**src/rtl/shift_ctrl_pkg.sv**
```systemverilog
// Shared types and helpers for the serial shift frame controller.
package shift_ctrl_pkg;

  typedef enum logic [1:0] {
    IDLE  = 2'd0,
    SHIFT = 2'd1,
    GAP   = 2'd2
  } state_t;

  // Bit counter width: enough to hold WIDTH-1, never narrower than one bit.
  function automatic int unsigned cnt_w(input int unsigned width);
    return (width <= 2) ? 1 : $clog2(width);
  endfunction

endpackage

```
**src/rtl/shift_reg_pl.sv**
```systemverilog
// WIDTH-bit shift register with parallel load, shift enable and
// selectable direction. MSB_FIRST shifts toward the MSB (serial out on
// the MSB, serial in on the LSB); otherwise the mirror image.
module shift_reg_pl #(
  parameter int unsigned WIDTH     = 4,
  parameter bit          MSB_FIRST = 1'b1
) (
  input  logic             i_clk,
  input  logic             i_rst_n,
  input  logic             i_load,
  input  logic [WIDTH-1:0] i_pdata,
  input  logic             i_shift,
  input  logic             i_sin,
  output logic             o_sout,
  output logic [WIDTH-1:0] o_pnext
);

  logic [WIDTH-1:0] r_q;
  logic [WIDTH-1:0] w_next;

  // Value the register takes on a shift, including the incoming serial bit.
  always_comb begin
    w_next = r_q;
    if (MSB_FIRST) begin
      w_next = {r_q[WIDTH-2:0], i_sin};
    end else begin
      w_next = {i_sin, r_q[WIDTH-1:1]};
    end
  end

  assign o_sout  = MSB_FIRST ? r_q[WIDTH-1] : r_q[0];
  assign o_pnext = w_next;

  // Parallel load has priority over shifting.
  always_ff @(posedge i_clk or negedge i_rst_n) begin
    if (!i_rst_n) begin
      r_q <= '0;
    end else if (i_load) begin
      r_q <= i_pdata;
    end else if (i_shift) begin
      r_q <= w_next;
    end
  end

endmodule

```
**src/rtl/shift_frame_controller.sv**
```systemverilog
// Serial shift frame controller: accepts a parallel word, shifts it out on
// sdo while capturing sdi, and presents the captured word on a valid/ready
// output with backpressure, optional inter-frame gap and frame abort.
module shift_frame_controller
  import shift_ctrl_pkg::*;
#(
  parameter int unsigned WIDTH      = 4,
  parameter bit          MSB_FIRST  = 1'b1,
  parameter int unsigned GAP_CYCLES = 0
) (
  input  logic             clk,
  input  logic             rst_n,
  input  logic             in_valid,
  output logic             in_ready,
  input  logic [WIDTH-1:0] in_data,
  input  logic             abort,
  output logic             sdo,
  output logic             sdo_active,
  input  logic             sdi,
  output logic             out_valid,
  input  logic             out_ready,
  output logic [WIDTH-1:0] out_data,
  output logic             frame_done
);

  localparam int unsigned    CW       = cnt_w(WIDTH);
  localparam logic [CW-1:0]  LAST_BIT = CW'(WIDTH - 1);
  localparam logic [3:0]     GAP_LAST = (GAP_CYCLES > 0) ? 4'(GAP_CYCLES - 1) : 4'd0;

  state_t           r_state;
  logic [CW-1:0]    r_bit_cnt;
  logic [3:0]       r_gap_cnt;
  logic             r_out_valid;
  logic [WIDTH-1:0] r_out_data;
  logic             r_frame_done;

  logic             w_accept;
  logic             w_in_shift;
  logic             w_rx_shift;
  logic             w_last_bit;
  logic             w_tx_sout;
  logic [WIDTH-1:0] w_rx_next;
  logic [WIDTH-1:0] w_tx_pnext_unused;
  logic             w_rx_sout_unused;

  assign in_ready   = (r_state == IDLE) && (!r_out_valid || out_ready);
  assign w_accept   = in_valid && in_ready;
  assign w_in_shift = (r_state == SHIFT);
  // An aborted cycle neither samples sdi nor completes the frame.
  assign w_rx_shift = w_in_shift && !abort;
  assign w_last_bit = w_rx_shift && (r_bit_cnt == LAST_BIT);

  assign sdo        = w_in_shift & w_tx_sout;
  assign sdo_active = w_in_shift;
  assign out_valid  = r_out_valid;
  assign out_data   = r_out_data;
  assign frame_done = r_frame_done;

  shift_reg_pl #(
    .WIDTH     (WIDTH),
    .MSB_FIRST (MSB_FIRST)
  ) u_tx_sr (
    .i_clk   (clk),
    .i_rst_n (rst_n),
    .i_load  (w_accept),
    .i_pdata (in_data),
    .i_shift (w_in_shift),
    .i_sin   (1'b0),
    .o_sout  (w_tx_sout),
    .o_pnext (w_tx_pnext_unused)
  );

  // Cleared on every load so an aborted frame leaves nothing behind.
  shift_reg_pl #(
    .WIDTH     (WIDTH),
    .MSB_FIRST (MSB_FIRST)
  ) u_rx_sr (
    .i_clk   (clk),
    .i_rst_n (rst_n),
    .i_load  (w_accept),
    .i_pdata ('0),
    .i_shift (w_rx_shift),
    .i_sin   (sdi),
    .o_sout  (w_rx_sout_unused),
    .o_pnext (w_rx_next)
  );

  // Frame sequencing: IDLE -> SHIFT (WIDTH bits) -> optional GAP -> IDLE.
  always_ff @(posedge clk or negedge rst_n) begin
    if (!rst_n) begin
      r_state   <= IDLE;
      r_bit_cnt <= '0;
      r_gap_cnt <= '0;
    end else begin
      unique case (r_state)
        IDLE: begin
          if (w_accept) begin
            r_state   <= SHIFT;
            r_bit_cnt <= '0;
          end
        end
        SHIFT: begin
          if (abort) begin
            r_state <= IDLE;
          end else if (r_bit_cnt == LAST_BIT) begin
            r_state   <= (GAP_CYCLES > 0) ? GAP : IDLE;
            r_gap_cnt <= '0;
          end else begin
            r_bit_cnt <= r_bit_cnt + 1'b1;
          end
        end
        GAP: begin
          if (r_gap_cnt == GAP_LAST) begin
            r_state <= IDLE;
          end else begin
            r_gap_cnt <= r_gap_cnt + 1'b1;
          end
        end
        default: r_state <= IDLE;
      endcase
    end
  end

  // Output word register: the last received bit is folded in directly from
  // the rx next-value so the word appears one cycle after the last shift.
  always_ff @(posedge clk or negedge rst_n) begin
    if (!rst_n) begin
      r_out_valid  <= 1'b0;
      r_out_data   <= '0;
      r_frame_done <= 1'b0;
    end else begin
      r_frame_done <= w_last_bit;
      if (w_last_bit) begin
        r_out_valid <= 1'b1;
        r_out_data  <= w_rx_next;
      end else if (out_ready) begin
        r_out_valid <= 1'b0;
      end
    end
  end

endmodule
```
**config.mk**
```make
export PLATFORM = sky130hd
export DESIGN_NAME = shift_frame_controller
export DESIGN_NICKNAME = d
export VERILOG_FILES = /design/src/rtl/shift_ctrl_pkg.sv /design/src/rtl/shift_reg_pl.sv /design/src/rtl/shift_frame_controller.sv
export SDC_FILE = /design/constraint.sdc
export NUM_CORES = 1
export LEC_CHECK = 0
export ABC_AREA = 1
export CAP_MARGIN = 5
export CELL_PAD_IN_SITES_DETAIL_PLACEMENT = 1
export CELL_PAD_IN_SITES_GLOBAL_PLACEMENT = 1
export CORE_MARGIN = 2
export CORE_UTILIZATION = 34
export CTS_CLUSTER_SIZE = 16
export DETAILED_ROUTE_END_ITERATION = 6
export GPL_TIMING_DRIVEN = 0
export PLACE_DENSITY = 0.82
export SLEW_MARGIN = 10
export SYNTH_ARGS = -nofsm -noshare
export SYNTH_HDL_FRONTEND = slang
export SYNTH_SLANG_ARGS = --single-unit
export TNS_END_PERCENT = 10
```
**constraint.sdc**
```tcl
create_clock -name clk -period 1.5 [get_ports clk]
set_clock_uncertainty 0.2 [all_clocks]
set_input_delay 0.45 -clock clk [delete_from_list [all_inputs] [get_ports clk]]
set_output_delay 0.45 -clock clk [all_outputs]
set_load 0.05 [all_outputs]
```
==> reports/results.ini, run 1 <==
[run_status]
status=finished, violations left
violations=negative setup slack

[placed_design]
dp.cells=124
place.gp.congestion=0.732
port_buffers=18
hpwl_mm=1.22

[die]
dieArea_um2=2520
fp.dieW_um=50.2
rows=16
core_um2=1980
die_y_um=50.2
num_io_pins=19
initial_core_util_pct=36.6

[finish]
drive_gt1_share_pct=28.8
antenna_cells=0
nets=116
layout.cells.non_filler=131
area_growth_pct=42.3

[synth]
synthMuxAreaShare_pct=0
netlist_instances=79
yosysSeqAreaShare_pct=55.3
synth_area_um2=724
synth-xor-area-share_pct=0
ys_ff_latch=16
yosys_warnings=0
yosys.area_share.simple_pct=28.2
synth_area_per_cell_um2=9.17
synth_compound_gate_area_share_pct=7.08
synth_cell_types=16
synth_top_family_by_area=simple AND/OR/NAND/NOR gates
syn_nets=90
yosys.area_share.adder_pct=1.73

[setup_path]
end_kind=primary output
crit_required_ps=850
worst-setup-path-type=reg2out
cpMaxStageDelayCell=dfrtp_4
worstPathMaxFanout=5
path_cells=a21oi_4, buf_6
cpPeakStageDelay_ps=520
critPathArrivalTime_ps=1110
crit_path_start_kind=flip-flop

[route]
vias_per_cell=4.68
postRouteWirelength_mm=1.67
wl_per_cell_um=12.7
drc=0
vias=613
firstDrtPassIters=4
detail-route-antenna-nets=0
drt_iter0_markers=8

[grt]
antenna_found_initial=0
grt_pass1_wl_mm=2.89
track_usage_pct=15.7
grt_max_degree=17
grt_pass1_vias=652
overflow=0

[timing]
final_hold_viol_count=0
worst_pin_slew_ps=702
final.min_clock_period_ps=1760
max_clock_freq_ghz=0.567
slew_headroom_pct=53.0
setup_violations=7
rsz0062_at_grt=yes
maxSlewViolCount=0
fin_ws_ps=-265
fin_crit_sh_pct=118
setup_tns_ps=-1040

[clocking]
cts_tree=done
cts_made_buffers=3
insertion_delay_ps=280
clockRootBuffer=clkbuf_4
htreeDepth=1
clk_pin_slew_worst_paths_ps=90
clock_path_buffers=2
clkSinkCount=16
ctsHoldBuffers=0

[power_and_ir_drop]
max-vdd-ir-drop_v=0.000787
leakage_nw=0.514
powerDensity_nw_per_um2=1520

[worst_hold_path]
hold_class=reg2reg

[flow_run]
max_cap_violations=0

[layout make-up]
type / count / area [um^2]
Fill cell: 232 / 951
Inverter: 12 / 57.6
Buffer: 1 / 11.3
Sequential cell: 16 / 405
Tap cell: 27 / 33.8
Clock buffer: 4 / 26.3
Timing Repair Buffer: 21 / 206
Multi-Input combinational cell: 50 / 290
[cell usage in the layout, fill, tap and decap left out]
cell / synthesis / final
nand2_2: 0 / 1
o21ai_0: 3 / 3
dlygate4sd2_1: 0 / 1
inv_1: 10 / 8
nand4_1: 3 / 3
inv_2: 0 / 1
clkinv_2: 1 / 1
clkinvlp_4: 0 / 1
dfrtp_1: 16 / 14
clkbuf_4: 0 / 3
a21oi_4: 0 / 1
inv_8: 0 / 1
buf_2: 0 / 1
clkdlybuf4s15_2: 0 / 2
o21ai_2: 3 / 3
nor2_8: 1 / 1
dfrtp_2: 0 / 1
nand2_8: 0 / 1
nand3_1: 10 / 10
buf_6: 0 / 7
nand2_1: 25 / 24
o21ai_1: 1 / 1
dfrtp_4: 0 / 1
nand3_2: 1 / 1
clkdlybuf4s50_1: 0 / 8
clkbuf_1: 0 / 1
buf_4: 1 / 3
ha_1: 1 / 1
[power by group]
group	switching, mW	internal (mW)	leakage, nW	total (mW)
sequential	0.0846	0.550	0.209	0.635
clock	0.126	0.103	0.0150	0.229
combinational	0.438	0.262	0.290	0.700
total	0.648	0.915	0.514	1.56
[metrics by stage]
stage / setup slack (ps) / power (mW) / hold slack (ps) / utilization, % / instance area, um^2
final: -265 / 1.56 / 289 / 52.0 / 1030
after CTS: -285 / 1.55 / 292 / 51.2 / 1010
after global placement: -1070 / 1.25 / 263 / 48.5 / 961
after detailed placement: -1110 / 1.28 / 269 / 48.5 / 961
after global routing: -316 / 1.68 / 323 / 52.0 / 1030
after floorplan: -82.4 / 1.07 / -45.6 / - / 747
[cells in the mapped netlist]
cell,number,area share [%]
a21oi_1,1,0.69
buf_4,1,1.0
clkinv_2,1,0.69
dfrtp_1,16,55
ha_1,1,1.7
inv_1,10,5.2
inv_4,1,0.86
nand2_1,25,13
nand2_4,1,1.6
nand3_1,10,6.9
nand3_2,1,1.4
nand4_1,3,2.6
nor2_8,1,2.8
o21ai_0,3,2.1
o21ai_1,1,0.69
o21ai_2,3,3.6
[registers in the layout, summed over array words and instances (netlist names)]
name / count
out_valid: 1
r_bit_cnt: 2
u_rx_sr.r_q: 3
frame_done: 1
u_tx_sr.r_q: 4
r_state: 1
out_data: 4
[critical path: cells and delay by family, from the launching register on]
family          cells  cell delay (ps)
flops               1              520
buf+inv             1              170
compound gates      1              140
[kinds of logic after synthesis]
family          Yosys count
compound gates            8
flops                    16
simple gates             41
fa+ha+maj                 1
buf+inv                  13
[layer usage]
layer  part of all wire [%]  global-route usage (%)
met1                     40                    17.1
met2                     56                    28.5
met3                    2.9                    2.08
met4                    1.3                    9.72
met5                      0                       0
[repair_timing]
action | in CTS | in global routing
setup buffers | 2 | 1
gates resized for setup | 42 | 21
pin swaps | 1 | 0
setup endpoints to repair | 18 | 19
[path summary, 6_finish.rpt]
| check | startpoint | endpoint | slack [ps] | depth (start not counted) |
|---|---|---|---|---|
| worst max-delay path | r_state[0] | in_ready | -260 | 2 |
| worst min-delay path | out_data[3] | out_data[3] | 290 | 2 |
| worst max register to register | r_state[0] | u_tx_sr.r_q[3] | -30 | 6 |
| worst min register to register | out_data[3] | out_data[3] | 290 | 2 |
| max in group asynchronous | rst_n | r_state[0] | 200 | 1 |
| min in group asynchronous | rst_n | u_tx_sr.r_q[1] | 390 | 1 |
Note: power is estimated with default switching activity, not from simulation.
==> run 2, diff against run 1 <==
- CORE_UTILIZATION: 34 -> 37
- PLACE_DENSITY: 0.82 -> 0.87
- clock period: 1.5 -> 2.2 ns (I/O delays scaled with it)
==> reports/results.ini, run 2 (synthesis gave the netlist of run 1 again) <==
[grt]
overflow=0  ; unchanged
grt_max_degree=17  ; unchanged
antenna_found_initial=0  ; unchanged
grt_pass1_vias=663  ; +1.7%
track_usage_pct=18.4  ; +2.7 points
grt_pass1_wl_mm=2.84  ; -1.7%

[power_and_ir_drop]
leakage_nw=0.560  ; +8.9%
max-vdd-ir-drop_v=0.000561  ; -29%
powerDensity_nw_per_um2=1070  ; -30%

[finish]
antenna_cells=0  ; unchanged
layout_commonest_cell=nand2_1
area_growth_pct=38.9
layout.cells.non_filler=133  ; +1.5%
nets=118  ; +1.7%
drive_gt1_share_pct=22.6  ; -6.2 points
nFillCells=229  ; -1.3%
final_cell_mix=nand2_1 (25), dfrtp_1 (15), nand3_1 (10), inv_1 (9), clkdlybuf4s50_1 (8)
final_cell_area_um2=1010  ; -2.4%

[setup_path]
worst-setup-path-type=reg2out
critPathArrivalTime_ps=1260  ; +150 ps
crit_required_ps=1340  ; +490 ps
end_kind=primary output
reg2reg_depth=8  ; +2
crit_path_start_kind=flip-flop
worstPathMaxFanout=7  ; +2

[placed_design]
placed_cell_area_um2=942  ; -2.0%
port_buffers=18  ; unchanged
hpwl_mm=1.32  ; +8.0%
dp.cells=124  ; unchanged
place.gp.congestion=0.710  ; -2.9%

[timing]
final_hold_viol_count=0  ; unchanged
worst_pin_slew_ps=688  ; -14.4 ps
hold_ws_ps=283  ; -5.94 ps
maxSlewViolCount=0  ; unchanged
max_clock_freq_ghz=0.471
rsz0062_at_grt=no
slew_headroom_pct=54.0  ; +0.96 points
fin_crit_sh_pct=96.6
setup_tns_ps=0  ; +1040 ps
setup_violations=0  ; -7
final.min_clock_period_ps=2120

[clocking]
clock_path_buffers=2  ; unchanged
clk_pin_slew_worst_paths_ps=90  ; about the same
clockRootBuffer=clkbuf_4
cts_tree=done
cts_made_buffers=3  ; unchanged
htreeDepth=1  ; unchanged
insertion_delay_ps=290  ; about the same
clkSinkCount=16  ; unchanged

[route]
postRouteWirelength_mm=1.80  ; +7.7%
wl_per_cell_um=13.5  ; +6.1%
firstDrtPassIters=2  ; -2
vias=631  ; +2.9%
drt_iter0_markers=1  ; -7
drc=0  ; unchanged
detail-route-antenna-nets=0  ; unchanged
vias_per_cell=4.74  ; +1.4%

[run_status]
status=finished, final reports clean

[die]
fp.dieW_um=48.3  ; -3.8%
die_y_um=48.3  ; -3.8%
initial_core_util_pct=38.1  ; +1.5 points
num_io_pins=19  ; unchanged
core_um2=1900  ; -4.0%
dieArea_um2=2330  ; -7.5%
rows=16  ; unchanged

[worst_hold_path]
hold_depth=2  ; unchanged
hold_class=reg2reg

[flow_run]
max_cap_violations=0  ; unchanged

[run 2: through the flow]
stage / total power [mW] / setup WS (ps) / util [%]
2_1_floorplan: 0.708 / 134 / -
3_3_place_gp: 0.830 / -764 / 49.5
4_1_cts: 1.08 / 5.13 / 53.1
6_report: 1.07 / 75.7 / 52.9
5_1_grt: 1.14 / 21.3 / 52.9
3_5_place_dp: 0.862 / -793 / 49.5
[run 2: layout make-up]
cell class / instances / area (um^2) / share of cell area (%)
sequential: 16 / 402 / 39.9
multi-input combinational: 50 / 272 / 27.0
inverter: 12 / 48.8 / 4.85
clock buffer: 4 / 36.3 / 3.61
timing repair buffer: 23 / 206 / 20.5
tap: 27 / 33.8 / 3.36
buffer: 1 / 7.51 / 0.746
[run 2: path summary, 6_finish.rpt]
path                        startpoint        endpoint  slack (ps)
hold / removal             out_data[0]     out_data[0]         280
setup / recovery            r_state[0]             sdo          80
max in group asynchronous        rst_n      r_state[0]         750
min in group asynchronous        rst_n     out_data[0]         570
setup reg to reg            r_state[0]  u_tx_sr.r_q[0]         600
hold reg to reg            out_data[0]     out_data[0]         280
[run 2: worst max-delay path, cell delays in order, from the launching register on]
cell and delay (ps):
dfrtp_2 480, nand2_1 70, inv_1 60, clkdlybuf4s15_2 360
[run 2: report_power, final]
part / switching (mW) / internal (mW) / total [mW] / leakage [nW]
Clock: 0.0968 / 0.101 / 0.198 / 0.0210
Combinational: 0.287 / 0.160 / 0.447 / 0.328
Sequential: 0.0562 / 0.372 / 0.428 / 0.210
[run 2: timing repair]
| item | in CTS | in global routing |
|---|---|---|
| pin swaps | 1 | 0 |
| hold buffers | 0 | 0 |
| endpoints found under the setup margin | 9 | 1 |
| cloned | 0 | 0 |
| buffers inserted | 5 | 0 |
| resized for setup | 20 | 2 |
[run 2: metal layers]
| layer | global-route usage [%] | share of wire (%) | vias up |
|---|---|---|---|
| met5 | 0 | 0 | - |
| li1 | - | - | 309 |
| met3 | 2.59 | 2.7 | 4 |
| met2 | 35.0 | 54 | 14 |
| met4 | 8.65 | 1.8 | 0 |
| met1 | 19.5 | 41 | 304 |
==> run 3, diff against run 2 <==
- CTS_CLUSTER_DIAMETER: unset -> 200
==> results of run 3 <==
Final layout, timing and power as in run 2 (identical DEF).
